==> src/rtl/uart_pkg.sv <==
// Shared UART constants and types used by the receive-side blocks.
package uart_pkg;

  localparam int UART_DW            = 8;
  localparam int UART_RXBUF_DEPTH   = 16;
  localparam int UART_BAUD_9600_DIV = 325;

  typedef logic [UART_DW-1:0] uartByte_t;

endpackage

==> src/rtl/uart_rx_buffer_if.sv <==
// Receiver-to-buffer and buffer-to-consumer signals plus status, bundled.
// master: the side that drives RxDone/RxData/OutReady/OvfClr.
// slave:  the buffer itself.
interface uart_rx_buffer_if #(
  parameter int AW = 4
);
  import uart_pkg::*;

  logic      RxDone;
  uartByte_t RxData;
  uartByte_t OutData;
  logic      OutValid;
  logic      OutReady;
  logic [AW:0] Count;
  logic      AlmostFull;
  logic      Overflow;
  logic      OvfClr;

  modport master (
    output RxDone, RxData, OutReady, OvfClr,
    input  OutData, OutValid, Count, AlmostFull, Overflow
  );

  modport slave (
    input  RxDone, RxData, OutReady, OvfClr,
    output OutData, OutValid, Count, AlmostFull, Overflow
  );
endinterface

==> src/rtl/uart_fifo_ram.sv <==
// Byte storage for the receive FIFO: one synchronous write port and one
// asynchronous read port so the head byte falls through without latency.
module uart_fifo_ram
  import uart_pkg::*;
#(
  parameter int DEPTH = UART_RXBUF_DEPTH,
  parameter int AW    = $clog2(DEPTH)
) (
  input  logic          Clk,
  input  logic          wrEn,
  input  logic [AW-1:0] wrAddr,
  input  uartByte_t     wrData,
  input  logic [AW-1:0] rdAddr,
  output uartByte_t     rdData
);

  uartByte_t mem [DEPTH];

  // Write port; contents are intentionally never reset.
  always_ff @(posedge Clk) begin
    if (wrEn) mem[wrAddr] <= wrData;
  end

  assign rdData = mem[rdAddr];

endmodule

==> src/rtl/uart_rx_buffer.sv <==
// FWFT byte FIFO behind the UART receiver: edge-detects RxDone, stores each
// completed byte, and reports occupancy, almost-full and sticky overflow.
module uart_rx_buffer
  import uart_pkg::*;
#(
  parameter int DEPTH       = UART_RXBUF_DEPTH,
  parameter int AW          = $clog2(DEPTH),
  parameter int AFULL_LEVEL = 12
) (
  input logic             Clk,
  input logic             Rst,
  uart_rx_buffer_if.slave rxIf
);

  logic          rxDoneD;
  logic [AW-1:0] wrPtr;
  logic [AW-1:0] rdPtr;
  logic [AW:0]   count;
  logic          overflow;
  logic          push;
  logic          pop;
  logic          full;
  logic          outValid;
  logic          wrEn;
  logic          drop;
  uartByte_t     rdData;

  assign outValid = (count != '0);
  assign full     = (count == (AW+1)'(DEPTH));
  assign push     = rxIf.RxDone & ~rxDoneD;
  assign pop      = outValid & rxIf.OutReady;
  // A push into a full FIFO still lands if the head leaves in the same cycle:
  // the slot being written is the one being read out.
  assign wrEn     = ~Rst & push & (~full | pop);
  assign drop     = push & full & ~pop;

  // Edge-detector history keeps tracking RxDone through reset, so a RxDone
  // already high at reset release is seen as old and never pushes.
  always_ff @(posedge Clk) begin
    rxDoneD <= rxIf.RxDone;
  end

  // Pointers, occupancy and sticky overflow.
  always_ff @(posedge Clk) begin
    if (Rst) begin
      wrPtr    <= '0;
      rdPtr    <= '0;
      count    <= '0;
      overflow <= 1'b0;
    end else begin
      if (wrEn) wrPtr <= wrPtr + 1'b1;
      if (pop)  rdPtr <= rdPtr + 1'b1;
      case ({wrEn, pop})
        2'b10:   count <= count + 1'b1;
        2'b01:   count <= count - 1'b1;
        default: count <= count;
      endcase
      if (drop)             overflow <= 1'b1;
      else if (rxIf.OvfClr) overflow <= 1'b0;
    end
  end

  uart_fifo_ram #(
    .DEPTH (DEPTH),
    .AW    (AW)
  ) uRam (
    .Clk    (Clk),
    .wrEn   (wrEn),
    .wrAddr (wrPtr),
    .wrData (rxIf.RxData),
    .rdAddr (rdPtr),
    .rdData (rdData)
  );

  assign rxIf.OutData    = rdData;
  assign rxIf.OutValid   = outValid;
  assign rxIf.Count      = count;
  assign rxIf.AlmostFull = (count >= (AW+1)'(AFULL_LEVEL));
  assign rxIf.Overflow   = overflow;

endmodule
==> src/flat_wrapper.sv <==
// flat-port wrapper written by rule: the top's interface ports become plain ports
module uart_rx_buffer_flat import uart_pkg::*;
#(
  parameter int DEPTH       = UART_RXBUF_DEPTH,
  parameter int AW          = $clog2(DEPTH),
  parameter int AFULL_LEVEL = 12
)
  (Clk, Rst, rxIf_RxDone, rxIf_RxData, rxIf_OutReady, rxIf_OvfClr, rxIf_OutData, rxIf_OutValid, rxIf_Count, rxIf_AlmostFull, rxIf_Overflow);
  uart_rx_buffer_if #(.AW(AW)) rxIf_i ();
  input logic Clk;
  input logic Rst;
  input wire logic [$bits(rxIf_i.RxDone)-1:0] rxIf_RxDone;
  input wire logic [$bits(rxIf_i.RxData)-1:0] rxIf_RxData;
  input wire logic [$bits(rxIf_i.OutReady)-1:0] rxIf_OutReady;
  input wire logic [$bits(rxIf_i.OvfClr)-1:0] rxIf_OvfClr;
  output wire logic [$bits(rxIf_i.OutData)-1:0] rxIf_OutData;
  output wire logic [$bits(rxIf_i.OutValid)-1:0] rxIf_OutValid;
  output wire logic [$bits(rxIf_i.Count)-1:0] rxIf_Count;
  output wire logic [$bits(rxIf_i.AlmostFull)-1:0] rxIf_AlmostFull;
  output wire logic [$bits(rxIf_i.Overflow)-1:0] rxIf_Overflow;
  assign rxIf_i.RxDone = rxIf_RxDone;
  assign rxIf_i.RxData = rxIf_RxData;
  assign rxIf_i.OutReady = rxIf_OutReady;
  assign rxIf_i.OvfClr = rxIf_OvfClr;
  assign rxIf_OutData = rxIf_i.OutData;
  assign rxIf_OutValid = rxIf_i.OutValid;
  assign rxIf_Count = rxIf_i.Count;
  assign rxIf_AlmostFull = rxIf_i.AlmostFull;
  assign rxIf_Overflow = rxIf_i.Overflow;
  uart_rx_buffer #(.DEPTH(DEPTH), .AW(AW), .AFULL_LEVEL(AFULL_LEVEL)) u_core (.Clk(Clk), .Rst(Rst), .rxIf(rxIf_i));
endmodule
==> config.mk <==
export PLATFORM = sky130hd
export DESIGN_NAME = uart_rx_buffer_flat
export DESIGN_NICKNAME = d
export VERILOG_FILES = /design/src/rtl/uart_pkg.sv /design/src/rtl/uart_rx_buffer_if.sv /design/src/rtl/uart_fifo_ram.sv /design/src/rtl/uart_rx_buffer.sv /design/src/flat_wrapper.sv
export SDC_FILE = /design/constraint.sdc
export NUM_CORES = 1
export LEC_CHECK = 0
export ABC_CLOCK_PERIOD_IN_PS = 3700
export BUFFER_PORTS_ARGS = -buffer_cell sky130_fd_sc_hd__buf_2
export CAP_MARGIN = 40
export CORE_MARGIN = 2
export CORE_UTILIZATION = 55
export CTS_BUF_LIST = sky130_fd_sc_hd__clkbuf_4
export CTS_CLUSTER_SIZE = 28
export DETAILED_ROUTE_END_ITERATION = 7
export PLACE_DENSITY = 0.71
export RECOVER_POWER = 25
export SYNTH_ARGS = -nofsm -noshare
export SYNTH_HDL_FRONTEND = slang
export SYNTH_HIERARCHICAL = 1
export SYNTH_SLANG_ARGS = --single-unit
export TNS_END_PERCENT = 100
==> constraint.sdc <==
create_clock -name Clk -period 3.7 [get_ports Clk]
set_input_delay 0.37 -clock Clk [delete_from_list [all_inputs] [get_ports Clk]]
set_output_delay 0.37 -clock Clk [all_outputs]
set_load 0.05 [all_outputs]
# Yosys cells after proc, flatten, opt, wreduce, memory -nomap -nowiden
# Memories as Yosys holds them, arrays and structs flattened. A register that Yosys moved wholly into a read port is not among the register bits.
# Index checks and enable logic that the tools add are counted.
# Widths: inputs -> output; s select.
dict set report classes {
  n_addsub 4
  muxes 7
  n_bitwise 11
  n_reduce_logical 3
  n_lt_le_gt_ge 1
  n_eq_ne 3
}
# op n
set ops {}
lappend ops {{$pmux 5 s2} 1}
lappend ops {{$add 4x1->4 const B} 2}
lappend ops {{$mux 4} 2}
lappend ops {{$and 1x1->1} 6}
lappend ops {{$add 5x1->5 const B} 1}
lappend ops {{$eq 5x5->1 const B} 1}
lappend ops {{$ge 5x4->1 const B} 1}
lappend ops {{$reduce_bool 5->1} 1}
lappend ops {{$sub 5x1->5 const B} 1}
lappend ops {{$mux 1} 4}
lappend ops {{$not 1->1} 4}
lappend ops {{$reduce_bool 2->1} 2}
lappend ops {{$eq 2x1->1 const B} 1}
lappend ops {{$eq 2x2->1 const B} 1}
lappend ops {{$or 1x1->1} 1}
dict set report word_totals {
  ramBits 128
  inputBits 13
  elab_cells 35
  out_inout_bits 16
  ff_bits 15
  mem_count 1
}
# name words word_bits rd rd_clocked_by_memory_dff write_ports line
set mem_list {}
lappend mem_list {u_core.uRam.mem 16 8 1 1 1 uart_fifo_ram.sv:17} ;# uartByte_t mem [DEPTH];

# Logic depth before layout (Yosys ltp)
# Gate-level depths: netlist of the first run.
dict set report depth {
  ltp_word 6
  ltp_mapped 9
  mapped_depth_nobuf 8
}

# Hierarchy
# The synthesis of the first run kept the hierarchy.
# mod area_per_inst_um2 seq_area_each_um2 cells_per_inst n_inst
set modules_own_cells {}
lappend modules_own_cells {uart_fifo_ram 4987.3 3843.7 221 1}
lappend modules_own_cells {uart_rx_buffer 847.1 300.3 92 1}

# Worst setup path before layout of the first run
# OpenSTA, ideal clock, no wires.
dict set report synth_timing {
  kind {flip-flop to flip-flop}
  start {register u_core.count[0], in the netlist u_core/rxIf.Count[0]}
  end {register u_core.count[4], in the netlist u_core/rxIf.Count[4]}
  period_less_slack_ns 2.811
  stages_incl_launch_ff 10
  arrival_time_ns 2.685
  path_slack_ns 0.889
  setup_ns 0.126
  t_required_ns 3.574
  cell_sequence {dfxtp_1 -> or4_1 -> buf_2 -> o211ai_4 -> inv_2 -> fa_1 -> and3_1 -> or3_1 -> o211ai_1 -> a31oi_1}
}
dict set report synth_between {
  elab_chain_cells 6
}
# item line
set synth_lines {}
lappend synth_lines {{start: declaration} uart_rx_buffer.sv:18} ;# logic [AW:0] count;
lappend synth_lines {{start signal: assignment} uart_rx_buffer.sv:54} ;# 2'b10: count <= count + 1'b1;
lappend synth_lines {{start signal: assignment} uart_rx_buffer.sv:55} ;# 2'b01: count <= count - 1'b1;
lappend synth_lines {{start signal: assignment} uart_rx_buffer.sv:56} ;# default: count <= count;
lappend synth_lines {{$reduce_bool 5->1 / $eq 5x5->1 (equally long branches)} {uart_rx_buffer.sv:28, uart_rx_buffer.sv:29}}
lappend synth_lines {{$and 1x1->1 / $not 1->1 (equally long branches)} {uart_rx_buffer.sv:31, uart_rx_buffer.sv:34}}
lappend synth_lines {{$or 1x1->1} uart_rx_buffer.sv:34} ;# assign wrEn = ~Rst & push & (~full | pop);
lappend synth_lines {{$and 1x1->1} uart_rx_buffer.sv:34}
lappend synth_lines {{$eq 2x1->1 / $eq 2x2->1 (equally long branches)} uart_rx_buffer.sv:53} ;# case ({wrEn, pop})
lappend synth_lines {{$pmux 5 s2 / $reduce_bool 2->1 (equally long branches)} --}
# Parallel ways exist; a longest one is shown, timed or not.
# A chain may end at the register's enable or synchronous reset.

==> results of run 1 <==
## per-stage QoR
stage | area (sq um) | std cells | power, W | hold WS [ns]
2_1_floorplan | 5830 | 313 | 0.00272 | 0.398
3_3_place_gp | 6150 | 476 | 0.00294 | 0.452
5_1_grt | 6400 | 509 | 0.00398 | 0.166
3_5_place_dp | 6150 | 476 | 0.00296 | 0.456
6_report | 6400 | 509 | 0.00379 | 0.200
4_1_cts | 6410 | 509 | 0.00383 | 0.155
## kinds of logic (layout without fill, tap and decap cells)
logic type               count (synthesis)  count (layout)  synth area share [%]
AO/OA/AOI/OAI                           39              39                  5.17
XOR/XNOR                                 7               7                  1.05
adder cells (fa/ha/maj)                  6               6                  1.42
buffers and inverters                   16              76                  1.89
flip-flops                             143             143                  71.0
multiplexers                            35              35                  13.8
AND/OR/NAND/NOR                         67              67                  5.68
## where the power goes
part / internal (W) / total (W) / switching [W]
combinational: 0.000385 / 0.00104 / 0.000656
sequential: 0.00180 / 0.00188 / 0.0000812
clock: 0.000287 / 0.000871 / 0.000583
total: 0.00247 / 0.00379 / 0.00132
## cell usage in the layout, fill, tap and decap left out, drive strengths merged, types with 2 or more instances in the layout
cell and n:
o211ai 5, and2 2, dfxtp 15, or3b 2, nand2b 2, mux2i 3
nand3 6, nor3 8, inv 11, buf 33, ha 5, a22oi 16
nor4 2, a211oi 2, edfxtp 128, clkinvlp 2, nor2b 2, nand2 13
a31oi 2, mux4 32, clkinv 5, nand3b 2, clkbuf 24, nor2 22
nor3b 2, a21oi 4, xor2 3, o21ai 3, xnor2 4
## routing by layer
metal  vias up  part of all wire (%)
li1       1391                     -
met5         -                     0
met3         8                   6.5
met4         0                  0.74
met2       120                    51
met1      1562                    42
## worst max-delay path, stage by stage (launching register included)
cell and delay, ns:
dfxtp_2 0.62, buf_12 0.27, mux4_1 0.63, a22oi_1 0.28
nand2_1 0.08, buf_2 0.22
## final cells by class
type                            instances  area [sq um]  share of cell area [%]
Multi-Input combinational cell        154          1580                    24.7
Timing Repair Buffer                   41           244                    3.81
Inverter                                3          11.3                   0.176
Sequential cell                       143          4150                    64.7
Clock inverter                         15           126                    1.97
Clock buffer                           17           128                    1.99
Tap cell                              136           170                    2.66
## state kept, by name (all words and copies together), names as in the netlist
name	count
u_core/rdPtr	4
u_core/rxDoneD	1
u_core/rxIf.Count	5
u_core/rxIf.Overflow	1
u_core/uRam/mem	128
u_core/wrPtr	4
## worst min-delay path by stage
stage                     cells after the start                  from  slack, ns              endpoint
after floorplan                               0           rxIf_RxDone       0.40        u_core/rxDoneD
after global placement                        1  u_core/rxIf.Overflow       0.45  u_core/rxIf.Overflow
after detailed placement                      1  u_core/rxIf.Overflow       0.46  u_core/rxIf.Overflow
after CTS                                     3           rxIf_OvfClr       0.16  u_core/rxIf.Overflow
after global routing                          2                   Rst       0.17       u_core/wrPtr[2]
final                                         3           rxIf_OvfClr       0.20  u_core/rxIf.Overflow
==> results.yml, run 1 <==
outcome:
  status: "completed"
logic_synthesis:
  synthesis.nets: 332
  yosys.area.top_type: "edfxtp_1"
  synthArstFlopShare_pct: 0
  syn-cell-area_sq_um: 5830
  synth.area.top_cells: "edfxtp_1 (66%), mux4_2 (6.9%), mux4_1 (6.3%), dfxtp_1 (5.1%), a22oi_1 (2.1%)"
  netlist.area_leader.share_pct: 65.9
  synth_commonest_cells: "edfxtp_1 (128), nor2_1 (22), mux4_2 (18)"
  ys_warn_count: 6
  synth_edf_count: 128
  synth_area_per_cell_sq_um: 18.6
  synth.most_common_cell: "edfxtp_1"
  synth_cell_types: 48
  synth_ff_type: "edfxtp_1"
  synth_seq_area_share_pct: 71.0
  synth-seq-cells: 143
  synthCells: 313
setup_path:
  endpoint: "rxIf_OutData[3]"
  rr_worst_depth: 8
  rr_endpoint: "u_core/rxIf.Count[4]"
  path_max_fanout: 24
  cp-start-kind: "flip-flop"
  crit_start: "u_core/rdPtr[0]"
  ff2ff_setup_slack_ns: 0.85
  worstPathRequired_ns: 3.33
  worstPathArrival_ns: 2.62
  crit_path_end_kind: "output pin"
  critPathKind: "flip-flop to output pin"
  reg2reg_from: "u_core/rxIf.Count[0]"
cts:
  post-cts-setup-buffers: 0
  clock_sinks: 143
  clockBufferDepth: 2
  hold_buffers: 1
  cts_buffers: 17
  clock-root-buffer: "clkbuf_4"
  clock_latency_ns: 0.51
  cts_resized: 0
  clkTransAtPathRegs_ns: 0.12
  cts_tree: "yes"
  htree_num_levels: 4
route:
  wl_per_cell_um: 21.8
  drc_errors: 0
  vias: 3081
  ant_nets: 0
  first_iter_violations: 181
  finalWirelength_um: 11100
  drtPass1Iterations: 8
  viasPerCell: 6.05
grt:
  first_global_vias: 3049
  grt_max_degree: 33
  met3_usage_pct: 5.84
  use_met1_pct: 30.0
  overflow: 0
  grt_pass1_wl_um: 17300
  antenna_found_initial: 0
  grt_busiest_layer: "met2"
  use_met2_pct: 33.3
  grt_use_total_pct: 21.3
sta:
  finClkSkew_ns: 0.0185
  max_slew_margin_pct: 43.9
  worst_pin_slew_ns: 0.839
  final.setup.tns_ns: 0
  min_period_ns: 2.99
  final-max-slew-violation-count: 0
  worst_slack_ns: 0.707
  rsz0062_at_grt: "no"
  final_hold_viol_count: 0
  setup_viol: 0
  fin_crit_sh_pct: 80.9
  fmax_ghz: 0.334
floorplan:
  fp.dieArea_sq_um: 11400
  core-area_sq_um: 10300
  die_h_um: 107
  ios: 29
  initial_core_util_pct: 56.5
  die_w_um: 107
  num_rows: 37
final_layout:
  n_antenna_cell: 0
  final_util_pct: 62.0
  fillerInstances: 744
  drive_above_1_share_pct: 24.1
  fin_nets: 379
  syn2layout_area_growth_pct: 9.78
placed_design:
  dp_hpwl_um: 7250
  port_buffers: 28
  routabilityCongestion: 0.807
  dp_slack_ns: 0.778
flow_run:
  drv_cap: 0
pwr:
  cellPowerDensity_nw_per_um2: 591
  p_leak_nw: 2.12
  vdd_drop_max_v: 0.000566
min_path:
  min_path_type: "input port to flip-flop"
No activity file was read; power rests on OpenSTA's default activity.
==> inputs of run 2 (changes only) <==
ABC_CLOCK_PERIOD_IN_PS = 2900   (was 3700)
clock period = 2.9 ns   (was 3.7 ns; I/O delays follow)
==> run 2 against run 1 <==
Compared with the run above: register-to-register slack worse by 0.68 ns; non-clock buffer count is 14 higher; clock skew down 0.0072 ns; hold slack lost 0.11 ns; critical path type is now flip-flop to flip-flop.
==> results.yml, run 2 (synthesized netlist as in run 1, its figures left out) <==
route:
  first_iter_violations: 159
  drc_errors: 0
  ant_nets: 0
  wl_per_cell_um: 21.3
  viasPerCell: 5.92
  vias: 3094
  finalWirelength_um: 11200
  drtPass1Iterations: 4
final_layout:
  largest_register_ffs: 128
  final_common_cell: "edfxtp_1"
  final_cell_count_no_fill: 523
  n_antenna_cell: 0
  multiInputGateArea_sq_um: 1580
  fin_nets: 393
  drive_above_1_share_pct: 26.9
  regArea_sq_um: 4150
  regMostFlops: "u_core/uRam/mem"
  syn2layout_area_growth_pct: 13.2
  fillerInstances: 719
  final_cell_mix: "edfxtp_1 (128), buf_4 (25), buf_2 (22), nor2_1 (22), mux4_2 (18)"
sta:
  final-max-slew-violation-count: 0
  worst_pin_slew_ns: 0.792
  finClkSkew_ns: 0.0112
  final_hold_viol_count: 0
  setup_viol: 0
  fmax_ghz: 0.367
  final.setup.tns_ns: 0
  min_period_ns: 2.73
  max_slew_margin_pct: 47.1
  rsz0062_at_grt: "no"
  fin_crit_sh_pct: 94.0
floorplan:
  die_h_um: 107
  core-area_sq_um: 10300
  die_w_um: 107
  fp.dieArea_sq_um: 11400
  num_rows: 37
  ios: 29
  initial_core_util_pct: 56.5
grt:
  met3_usage_pct: 6.02
  antenna_found_initial: 0
  overflow: 0
  grt_max_degree: 21
  first_global_vias: 3121
  use_met2_pct: 34.6
  use_met1_pct: 29.1
  grt_pass1_wl_um: 17400
  grt_busiest_layer: "met2"
  grt_use_total_pct: 21.4
cts:
  clockBufferDepth: 2
  cts_buffers: 17
  cts_tree: "yes"
  post-cts-setup-buffers: 0
  htree_num_levels: 4
  clock_sinks: 143
  clock-root-buffer: "clkbuf_4"
  clkTransAtPathRegs_ns: 0.12
  clock_latency_ns: 0.53
setup_path:
  slowest_stage: "or4_1"
  reg2reg_from: "u_core/rxIf.Count[0]"
  crit_path_end_kind: "flip-flop"
  ff2ff_setup_slack_ns: 0.17
  rr_worst_depth: 8
  worstPathRequired_ns: 3.33
  rr_endpoint: "u_core/rxIf.Count[4]"
  path_max_fanout: 9
  cp-start-kind: "flip-flop"
  max_stage_delay_ns: 0.63
  worstPathArrival_ns: 3.15
  critPathKind: "flip-flop to flip-flop"
  crit_chain: "or4_1 -> o211ai_4 -> inv_2 -> fa_1 -> and3_1 -> or3_1 -> o211ai_1 -> a31oi_1"
min_path:
  worstHoldStart: "rxIf_OvfClr"
  hold-path-cell-count: 3
  min_path_type: "input port to flip-flop"
  hold_end: "u_core/rxIf.Overflow"
placed_design:
  dp_hpwl_um: 7200
  port_buffers: 28
  numPlacedInstances: 490
  routabilityCongestion: 0.860
pwr:
  p_leak_nw: 2.24
  vdd_drop_max_v: 0.000886
  cellPowerDensity_nw_per_um2: 796
outcome:
  status: "completed"
flow_run:
  drv_cap: 0
run 2: cell count changes in the layout (fill, tap and decap cells not counted), sizes merged:
| cell | before | now |
|---|---|---|
| buf | 33 | 48 |
| clkbuf | 24 | 23 |
| inv | 11 | 4 |
| bufinv | 0 | 5 |
| clkinv | 5 | 9 |
| clkinvlp | 2 | 0 |
run 2: stage by stage:
step | cell area (sq um) | setup slack, ns | power (W) | util [%] | hold slack (ns)
after floorplan | 5830 | 0.0887 | 0.00347 | - | 0.318
after global placement | 6250 | 0.293 | 0.00379 | 60.6 | 0.410
after detailed placement | 6250 | 0.210 | 0.00383 | 60.6 | 0.427
after CTS | 6610 | 0.0937 | 0.00529 | 64.0 | 0.0579
after global routing | 6610 | 0.0343 | 0.00548 | 64.0 | 0.0842
final | 6610 | 0.174 | 0.00525 | 64.0 | 0.0947
run 2: cell type report:
class | instances | area share, %
clock buffers | 17 | 1.93
clock inverters | 15 | 3.30
inverters | 3 | 0.170
multi-input cells | 154 | 23.9
flip-flops and latches | 143 | 62.8
well taps | 136 | 2.58
repair buffers | 55 | 5.30
run 2: power breakdown:
group	total, W	internal (W)	switching, W
Sequential	0.00238	0.00229	0.0000900
Clock	0.00147	0.000769	0.000700
Combinational	0.00140	0.000529	0.000874
run 2: worst max-delay path by stage:
stage,start,slack (ns),endpoint,depth (start not counted)
2_1_floorplan,u_core/rxIf.Count[0],0.09,u_core/rxIf.Count[4],9
6_report,u_core/rxIf.Count[0],0.17,u_core/rxIf.Count[4],8
3_3_place_gp,u_core/rxIf.Count[0],0.29,u_core/rxIf.Count[4],8
4_1_cts,u_core/rdPtr[0],0.09,rxIf_OutData[2],5
3_5_place_dp,u_core/rxIf.Count[0],0.21,u_core/rxIf.Count[4],8
5_1_grt,u_core/rdPtr[0],0.03,rxIf_OutData[2],5
run 2: timing repair:
item,in CTS,in global routing
hold buffers,1,0
resized for setup,0,1
endpoints found under the hold margin,1,0
setup endpoints to repair,0,1
run 2: worst max-delay path: cells and delay by family, from the launching register on:
kind,cells,cell delay (ns)
DFF,1,0.40
adders and majority gates,1,0.41
buffers and inverters,1,0.13
AOI/OAI and AO/OA,3,0.52
and+or+nand+nor,3,1.16
run 2: layer usage:
layer / share of wire, % / routed length, um
met1: 43 / 4780
met2: 50 / 5610
met3: 5.9 / 663
met4: 0.99 / 110
met5: 0 / 0
